===== src/rtl/tap_controller.sv =====
// IEEE 1149.1-style TAP controller: 16-state FSM, instruction register and tdo mux.
// Define TAP_STATE_OUT_EN to expose the state register on tapState for debug.
module tap_controller #(
  parameter int                    IR_WIDTH   = 2,
  parameter logic [IR_WIDTH-1:0]   IR_CAPTURE = 2'b01,
  parameter logic [IR_WIDTH-1:0]   IR_RESET   = 2'd3
) (
  input  logic                clk,
  input  logic                rst,
  input  logic                tms,
  input  logic                tdi,
  input  logic                drTdo,
  output logic [IR_WIDTH-1:0] instruction,
  output logic                captureDR,
  output logic                shiftDR,
  output logic                updateDR,
  output logic                tdo,
  output logic                tdoEn
`ifdef TAP_STATE_OUT_EN
  ,
  output logic [3:0]          tapState
`endif
);

  typedef enum logic [3:0] {
    TLR     = 4'hF,
    RTI     = 4'hC,
    SEL_DR  = 4'h7,
    CAP_DR  = 4'h6,
    SH_DR   = 4'h2,
    EX1_DR  = 4'h1,
    PAUSE_DR = 4'h3,
    EX2_DR  = 4'h0,
    UPD_DR  = 4'h5,
    SEL_IR  = 4'h4,
    CAP_IR  = 4'hE,
    SH_IR   = 4'hA,
    EX1_IR  = 4'h9,
    PAUSE_IR = 4'hB,
    EX2_IR  = 4'h8,
    UPD_IR  = 4'hD
  } state_t;

  state_t              state_q, state_d;
  logic [IR_WIDTH-1:0] ir_shift_q, ir_shift_d;
  logic [IR_WIDTH-1:0] instr_q, instr_d;
  logic                tdo_q, tdo_d;
  logic                tdo_en_q, tdo_en_d;

  always_ff @(posedge clk or posedge rst) begin
    if (rst) begin
      state_q    <= TLR;
      ir_shift_q <= '0;
      instr_q    <= IR_RESET;
      tdo_q      <= 1'b0;
      tdo_en_q   <= 1'b0;
    end else begin
      state_q    <= state_d;
      ir_shift_q <= ir_shift_d;
      instr_q    <= instr_d;
      tdo_q      <= tdo_d;
      tdo_en_q   <= tdo_en_d;
    end
  end

  always_comb begin
    state_d = state_q;
    unique case (state_q)
      TLR:      state_d = tms ? TLR    : RTI;
      RTI:      state_d = tms ? SEL_DR : RTI;
      SEL_DR:   state_d = tms ? SEL_IR : CAP_DR;
      CAP_DR:   state_d = tms ? EX1_DR : SH_DR;
      SH_DR:    state_d = tms ? EX1_DR : SH_DR;
      EX1_DR:   state_d = tms ? UPD_DR : PAUSE_DR;
      PAUSE_DR: state_d = tms ? EX2_DR : PAUSE_DR;
      EX2_DR:   state_d = tms ? UPD_DR : SH_DR;
      UPD_DR:   state_d = tms ? SEL_DR : RTI;
      SEL_IR:   state_d = tms ? TLR    : CAP_IR;
      CAP_IR:   state_d = tms ? EX1_IR : SH_IR;
      SH_IR:    state_d = tms ? EX1_IR : SH_IR;
      EX1_IR:   state_d = tms ? UPD_IR : PAUSE_IR;
      PAUSE_IR: state_d = tms ? EX2_IR : PAUSE_IR;
      EX2_IR:   state_d = tms ? UPD_IR : SH_IR;
      UPD_IR:   state_d = tms ? SEL_DR : RTI;
      default:  state_d = TLR;
    endcase
  end

  // IR shift stage, active instruction and registered tdo path
  always_comb begin
    ir_shift_d = ir_shift_q;
    instr_d    = instr_q;
    tdo_d      = 1'b0;
    tdo_en_d   = 1'b0;
    case (state_q)
      CAP_IR: ir_shift_d = IR_CAPTURE;
      SH_IR: begin
        ir_shift_d = {tdi, ir_shift_q[IR_WIDTH-1:1]};
        tdo_d      = ir_shift_q[0];
        tdo_en_d   = 1'b1;
      end
      SH_DR: begin
        tdo_d    = drTdo;
        tdo_en_d = 1'b1;
      end
      UPD_IR:  instr_d = ir_shift_q;
      TLR:     instr_d = IR_RESET;
      default: ;
    endcase
  end

  assign instruction = instr_q;
  assign captureDR   = (state_q == CAP_DR);
  assign shiftDR     = (state_q == SH_DR);
  assign updateDR    = (state_q == UPD_DR);
  assign tdo         = tdo_q;
  assign tdoEn       = tdo_en_q;
`ifdef TAP_STATE_OUT_EN
  assign tapState    = state_q;
`endif

endmodule


===== config.mk =====
export PLATFORM = sky130hd
export DESIGN_NAME = tap_controller
export DESIGN_NICKNAME = d
export VERILOG_FILES = /design/src/rtl/tap_controller.sv
export SDC_FILE = /design/constraint.sdc
export NUM_CORES = 1
export LEC_CHECK = 0
export BUFFER_PORTS_ARGS = -buffer_cell sky130_fd_sc_hd__buf_2
export CAP_MARGIN = 20
export CORE_AREA = 4 4 41 43
export DETAILED_ROUTE_END_ITERATION = 8
export DIE_AREA = 0 0 45 47
export GPL_ROUTABILITY_DRIVEN = 1
export HOLD_SLACK_MARGIN = 0.08
export SYNTH_ARGS = -nofsm -noshare
export SYNTH_HDL_FRONTEND = slang
export SYNTH_SLANG_ARGS = --single-unit

===== constraint.sdc =====
create_clock -name clk -period 1.25 [get_ports clk]
set_clock_uncertainty 0.15 [all_clocks]
set_input_delay 0.125 -clock clk [delete_from_list [all_inputs] [get_ports clk]]
set_output_delay 0.125 -clock clk [all_outputs]
set_load 0.01 [all_outputs]

== Word-level counts from Yosys, hierarchy flattened ==
Index checks and enable logic that the tools add are counted.
Storage, ports and cells
  output and inout port bits: 7
  register bits after elaboration: 10
  word-level logic and storage cells: 44
Cells by class
  muxes and demuxes: 17
  eq/ne operators: 15
  reductions and logical operators: 7
Operator list (count)
  $pmux W4 S12: 1
  $eq A4 B4 Y1 const B: 8
  $eq A4 B3 Y1 const B: 4
  $mux W2: 6
  $mux W3: 4
  $eq A4 B2 Y1 const B: 2
  $pmux W2 S2: 2
  $reduce_or A2 Y1: 3
  $eq A4 B1 Y1 const B: 1
  $logic_not A4 Y1: 1
  $mux W4: 1
  $reduce_bool A2 Y1: 2
  $reduce_or A3 Y1: 1
  $mux W1: 2
  $pmux W1 S2: 1

== Logic depth before layout (Yosys ltp) ==
Gate-level depths: netlist of the first run.
  depth after elaboration: 3
  gate-level depth with buffers: 4
  depth with buffers taken out: 3

== Worst setup path after synthesis of the first run ==
No wires, ideal clock.
  path kind: reg2out
  start: register state_q[1]
  end: output port captureDR
  data arrival time: 1.027 ns
  path buffers: 1
  cell stages (with the launch flop): 4
  slack: -0.052 ns
  data required time: 0.975 ns
  path through: dfstp_2 buf_6 nand2b_4 nor3b_1
Between the ends
  longest elaborated chain between the ends: 1
Ends and longest elaborated chain
  start: declaration: RTL line 44  | state_t state_q, state_d;
  start signal: assignment: RTL line 58  | state_q <= state_d;
  $eq A4 B3 Y1: RTL line 113  | assign captureDR = (state_q == CAP_DR);
  end: declaration: RTL line 14  | output logic captureDR,
No other way between the ends.

== Worst setup path in the final report of the first run ==
  start: register state_q[2]
  end: output port updateDR
Between the ends
  longest elaborated chain between the ends: 1
Ends and longest elaborated chain
  $eq A4 B3 Y1: RTL line 115  | assign updateDR = (state_q == UPD_DR);
  end: declaration: RTL line 16  | output logic updateDR,
No other way between the ends.

==> flow_summary.yaml, run 1 <==
clock_tree:
  cts.path.max_buffers: 2
  clock_latency_ns: 0.26
  cts_tree: "yes"
  ctsRootBufferMaster: "clkbuf_4"
  cts_sinks: 10
  htreeDepth: 1
  path_clk_slew_ns: 0.07
  cts-buffers-inserted: 3
detailed_routing:
  wl_per_cell_um: 11.3
  ant_nets: 0
  via_per_inst: 4.78
  dr_total_vias: 478
  drt_pre_antenna_iters: 2
  initialDrtViolationCount: 1
  drcViolationCount: 0
  finalWirelength_mm: 1.13
timing:
  worstMarginPinSlew_ns: 0.374
  finalMaxSlewViolations: 0
  fin_hold_ws_ns: 0.218
  setup_tns_ns: -1.25
  period_minus_slack_ns: 1.53
  max_freq_mhz: 653
  slew_headroom: 0.750
  final-setup-viol-count: 9
  rsz0062_at_grt: "true"
  final_hold_viol_count: 0
  finalCritPeriodShare: 1.22
  worst_slack_ns: -0.280
yosys:
  synth.avg_cell_area_um2: 10.3
  synth_fp_nets: 56
  syn_area_um2: 527
  synth-edff-count: 0
  synth-seq-cells: 10
  yosysSeqAreaShare: 0.489
  synthCells: 51
  yosysWarnings: 0
  netlist-cell-type-count: 24
  async_flop_share: 1.00
  synthFlopType: "dfstp_2"
power:
  ir_drop_v: 0.00149
  p_per_area_nw_per_um2: 2650
  p_leak_nw: 0.409
grt:
  grt_pass1_wl_mm: 1.87
  grt_usage: 0.126
  grt_pass1_vias: 455
  antenna_found_initial: 0
  grt_overflow: 0
  grt_max_degree: 11
worst_setup_path:
  ff2ff_setup_slack_ns: -0.14
  startpoint_type: "flop"
  crit_path_end_kind: "primary output"
  ff2ff_path_depth: 5
  worstReg2RegEnd: "state_q[1]"
  required_ns: 0.98
  arrival_ns: 1.26
  path_class: "reg2out"
  worstPathMaxFanout: 3
  r2r-start: "state_q[1]"
cells_and_area:
  multiInputGateArea_um2: 256
  stdcell_area_um2: 826
  fin_nets: 91
  final_util: 0.635
  layout-drive-gt1-share: 0.553
  layout_common_cells: "buf_4 (14), buf_2 (11), nand2_1 (8), dfstp_2 (6)"
  area_delta_synth_final_pct: 56.8
  layout_commonest_cell: "buf_4"
  seq_area_um2: 258
  fillers: 116
  num_antenna_cells: 0
die:
  initial_core_util: 0.405
  die_w_um: 45
  die-area_um2: 2120
  fp.coreArea_um2: 1300
  rows: 13
  die_h_um: 47
  boundaryPins: 12
placement:
  hpwlAfterDp_um: 706
  routabilityCongestion: 0.732
  placed_cell_area_um2: 626
  io_buffers: 11
hold_path:
  hold_path.class: "in2async"
status:
  outcome: "finished, violations left"
  violations: "negative setup slack"
run:
  drv_cap: 0
[worst max path at each step]
stage,cells past startpoint,from,slack [ns],to
after floorplan,3,state_q[1],-0.0004,shiftDR
after global placement,3,state_q[1],-0.04,captureDR
after detailed placement,3,state_q[1],-0.04,captureDR
after CTS,3,state_q[2],-0.27,captureDR
after global routing,3,state_q[1],-0.37,shiftDR
final,3,state_q[2],-0.28,updateDR
[cell usage after synthesis (2+ instances only)]
master / count / area (um2)
dfstp_2: 6 / 158
nor3_1: 2 / 10.0
inv_1: 3 / 11.3
nor3b_1: 2 / 15.0
nand2_1: 8 / 30.0
buf_6: 2 / 22.5
nor2_1: 4 / 15.0
o21ai_0: 2 / 10.0
o21ai_1: 4 / 20.0
dfrtp_1: 4 / 100
[sequential cells by signal, indices dropped and copies added, names as in the netlist]
| signal | count |
|---|---|
| instruction | 2 |
| tdoEn | 1 |
| ir_shift_q | 2 |
| tdo | 1 |
| state_q | 4 |
[critical path, cell delays in order (launching register included)]
cell	delay, ns
dfstp_2	0.56
nor2b_4	0.14
nor3b_2	0.15
buf_2	0.15
[power by group]
group | internal [mW] | total, mW | switching [mW]
registers | 0.540 | 0.673 | 0.133
logic | 0.719 | 1.22 | 0.505
clock network | 0.177 | 0.287 | 0.110
[timing repair]
action | in CTS | in global routing
hold buffers | 4 | 0
endpoints found under the hold margin | 15 | 0
pin swaps | 4 | 0
setup endpoints to repair | 6 | 12
gates resized for setup | 2 | 5
gates cloned | 0 | 0
setup buffers | 9 | 3
[logic make-up (layout without fill, tap and decap cells)]
| family | count (synthesis) | in the layout | synth area share |
|---|---|---|---|
| simple gates | 21 | 21 | 0.221 |
| compound gates | 12 | 12 | 0.164 |
| flops | 10 | 10 | 0.489 |
| buf+inv | 6 | 40 | 0.0784 |
| mux | 2 | 2 | 0.0475 |
[cell type report]
class / instances / area share
flip-flops and latches: 10 / 0.312
multi-input cells: 35 / 0.311
repair buffers: 33 / 0.297
clock buffers: 4 / 0.0439
well taps: 15 / 0.0227
inverters: 3 / 0.0136
[per-stage QoR]
stage / cells / total power [mW] / worst slack, ns
2_1_floorplan: 51 / 1.29 / -0.000424
3_3_place_gp: 80 / 1.50 / -0.0366
3_5_place_dp: 80 / 1.51 / -0.0426
4_1_cts: 97 / 2.06 / -0.272
5_1_grt: 100 / 2.34 / -0.367
6_report: 100 / 2.18 / -0.280
[per-layer routing]
layer / GRT usage / share of wire / vias up
met1: 0.131 / 0.39 / 225
li1: - / - / 242
met4: 0.0351 / 0 / 0
met3: 0.0690 / 0.061 / 0
met5: 0 / 0 / -
met2: 0.220 / 0.55 / 11
No activity file was read; power rests on OpenSTA's default activity.
==> run 2, diff against run 1 <==
BUFFER_PORTS_ARGS = -buffer_cell sky130_fd_sc_hd__clkbuf_2   (was -buffer_cell sky130_fd_sc_hd__buf_2)
SKIP_CTS_REPAIR_TIMING = 1   (was unset)
==> run 2 against run 1 <==
The flow still finishes with violations (negative setup slack). Non-clock buffer count decreased by 5. Worst hold slack got worse by 0.0031 ns. Final area decreased by 3.6%. Routed wire length increased by 0.80%. Maximum frequency decreased by 1.1%. Sequential power increased by 3.0%. Critical endpoint unchanged. Largest cell class unchanged. Largest power group unchanged.
==> flow_summary.yaml, run 2 (synthesis results as in run 1) <==
detailed_routing:
  drcViolationCount: 0
  route.met2.wl_um: 576
  finalWirelength_mm: 1.14
  initialDrtViolationCount: 6
  wl_per_cell_um: 12.0
  ant_nets: 0
  met3_length_um: 45
  m1WireLength_um: 518
  dr_total_vias: 449
  highest_layer: "met3"
  drt_pre_antenna_iters: 4
  via_per_inst: 4.73
hold_path:
  hold_path.class: "in2async"
timing:
  final-setup-viol-count: 10
  slew_headroom: 0.735
  final_hold_viol_count: 0
  worst_slack_ns: -0.297
  finalCritPeriodShare: 1.24
  rsz0062_at_grt: "true"
  finalMaxSlewViolations: 0
  fin_hold_ws_ns: 0.215
  worstMarginPinSlew_ns: 0.397
  period_minus_slack_ns: 1.55
  max_freq_mhz: 647
worst_setup_path:
  arrival_ns: 1.27
  crit_path_end_kind: "primary output"
  path_cells: "nor2b_4 -> nor3b_2 -> buf_2"
  worstPathMaxFanout: 3
  path_class: "reg2out"
  crit_slowest_cell: "dfstp_2"
  worstReg2RegEnd: "ir_shift_q[1]"
  ff2ff_path_depth: 5
  r2r-start: "state_q[1]"
  required_ns: 0.98
  cpPeakStageDelay_ns: 0.55
  startpoint_type: "flop"
  ff2ff_setup_slack_ns: -0.12
power:
  p_per_area_nw_per_um2: 2650
  ir_drop_v: 0.00119
  p_leak_nw: 0.384
placement:
  routabilityCongestion: 0.661
  hpwlAfterDp_um: 758
  io_buffers: 11
  dpl.cell_count: 80
cells_and_area:
  top_register: "state_q"
  layout_common_cells: "clkbuf_2 (8), nand2_1 (7), buf_4 (7), dfstp_2 (6), buf_6 (6)"
  layout_commonest_cell: "clkbuf_2"
  fin_nets: 86
  area_delta_synth_final_pct: 51.1
  layout-drive-gt1-share: 0.575
  stdcell_count: 95
  num_antenna_cells: 0
  largest_register_ffs: 4
  fillers: 130
clock_tree:
  clock_latency_ns: 0.26
  path_clk_slew_ns: 0.07
  cts.path.max_buffers: 2
  cts_tree: "yes"
  cts_sinks: 10
  ctsRootBufferMaster: "clkbuf_4"
  cts-buffers-inserted: 3
  htreeDepth: 1
grt:
  grt_usage: 0.122
  grt_overflow: 0
  antenna_found_initial: 0
  grt_max_degree: 11
  grt_pass1_vias: 397
  grt_pass1_wl_mm: 1.76
die:
  initial_core_util: 0.405
  fp.coreArea_um2: 1300
  boundaryPins: 12
  die_w_um: 45
  die_h_um: 47
  rows: 13
  die-area_um2: 2120
run:
  drv_cap: 0
status:
  violations: "negative setup slack"
  outcome: "finished, violations left"
run 2: per-stage QoR:
stage | utilization | power (mW) | worst slack (ns) | TNS, ns | cell area (um2)
2_1_floorplan | - | 1.29 | -0.000424 | -0.000424 | 537
3_3_place_gp | 0.481 | 1.50 | -0.0403 | -0.0963 | 626
3_5_place_dp | 0.481 | 1.53 | -0.0436 | -0.105 | 626
4_1_cts | 0.509 | 1.83 | -0.348 | -1.05 | 662
5_1_grt | 0.612 | 2.27 | -0.387 | -1.81 | 796
6_report | 0.612 | 2.11 | -0.297 | -1.23 | 796
run 2: critical path, delay by kind of cell, from the launching register on:
kind                   cells  cell delay [ns]
buffers and inverters      1             0.15
AND/OR/NAND/NOR            2             0.31
flip-flops                 1             0.55
run 2: report_power, final:
part           internal, mW  total, mW  switching [mW]  leakage, nW
combinational         0.641       1.12           0.479        0.247
sequential            0.541      0.693           0.152        0.115
clock                 0.177      0.294           0.117       0.0210
run 2: worst max-delay path by stage:
stage               startpoint        end  slack (ns)  depth (start not counted)
floorplan           state_q[1]    shiftDR     -0.0004                          3
global placement    state_q[1]  captureDR       -0.04                          3
detailed placement  state_q[1]  captureDR       -0.04                          3
CTS                 state_q[1]  captureDR       -0.35                          3
global route        state_q[2]   updateDR       -0.39                          3
finish              state_q[2]   updateDR       -0.30                          3
run 2: area by class of cell:
type	count	area, um2	area share
Sequential cell	10	258	0.324
Clock buffer	4	36.3	0.0456
Multi-Input combinational cell	35	256	0.322
Timing Repair Buffer	28	215	0.270
Inverter	3	11.3	0.0142
Tap cell	15	18.8	0.0236
run 2: routing by layer:
metal	GRT usage	vias up
li1	-	231
met1	0.143	210
met2	0.192	8
met3	0.0460	0
met4	0.0702	0
met5	0	-
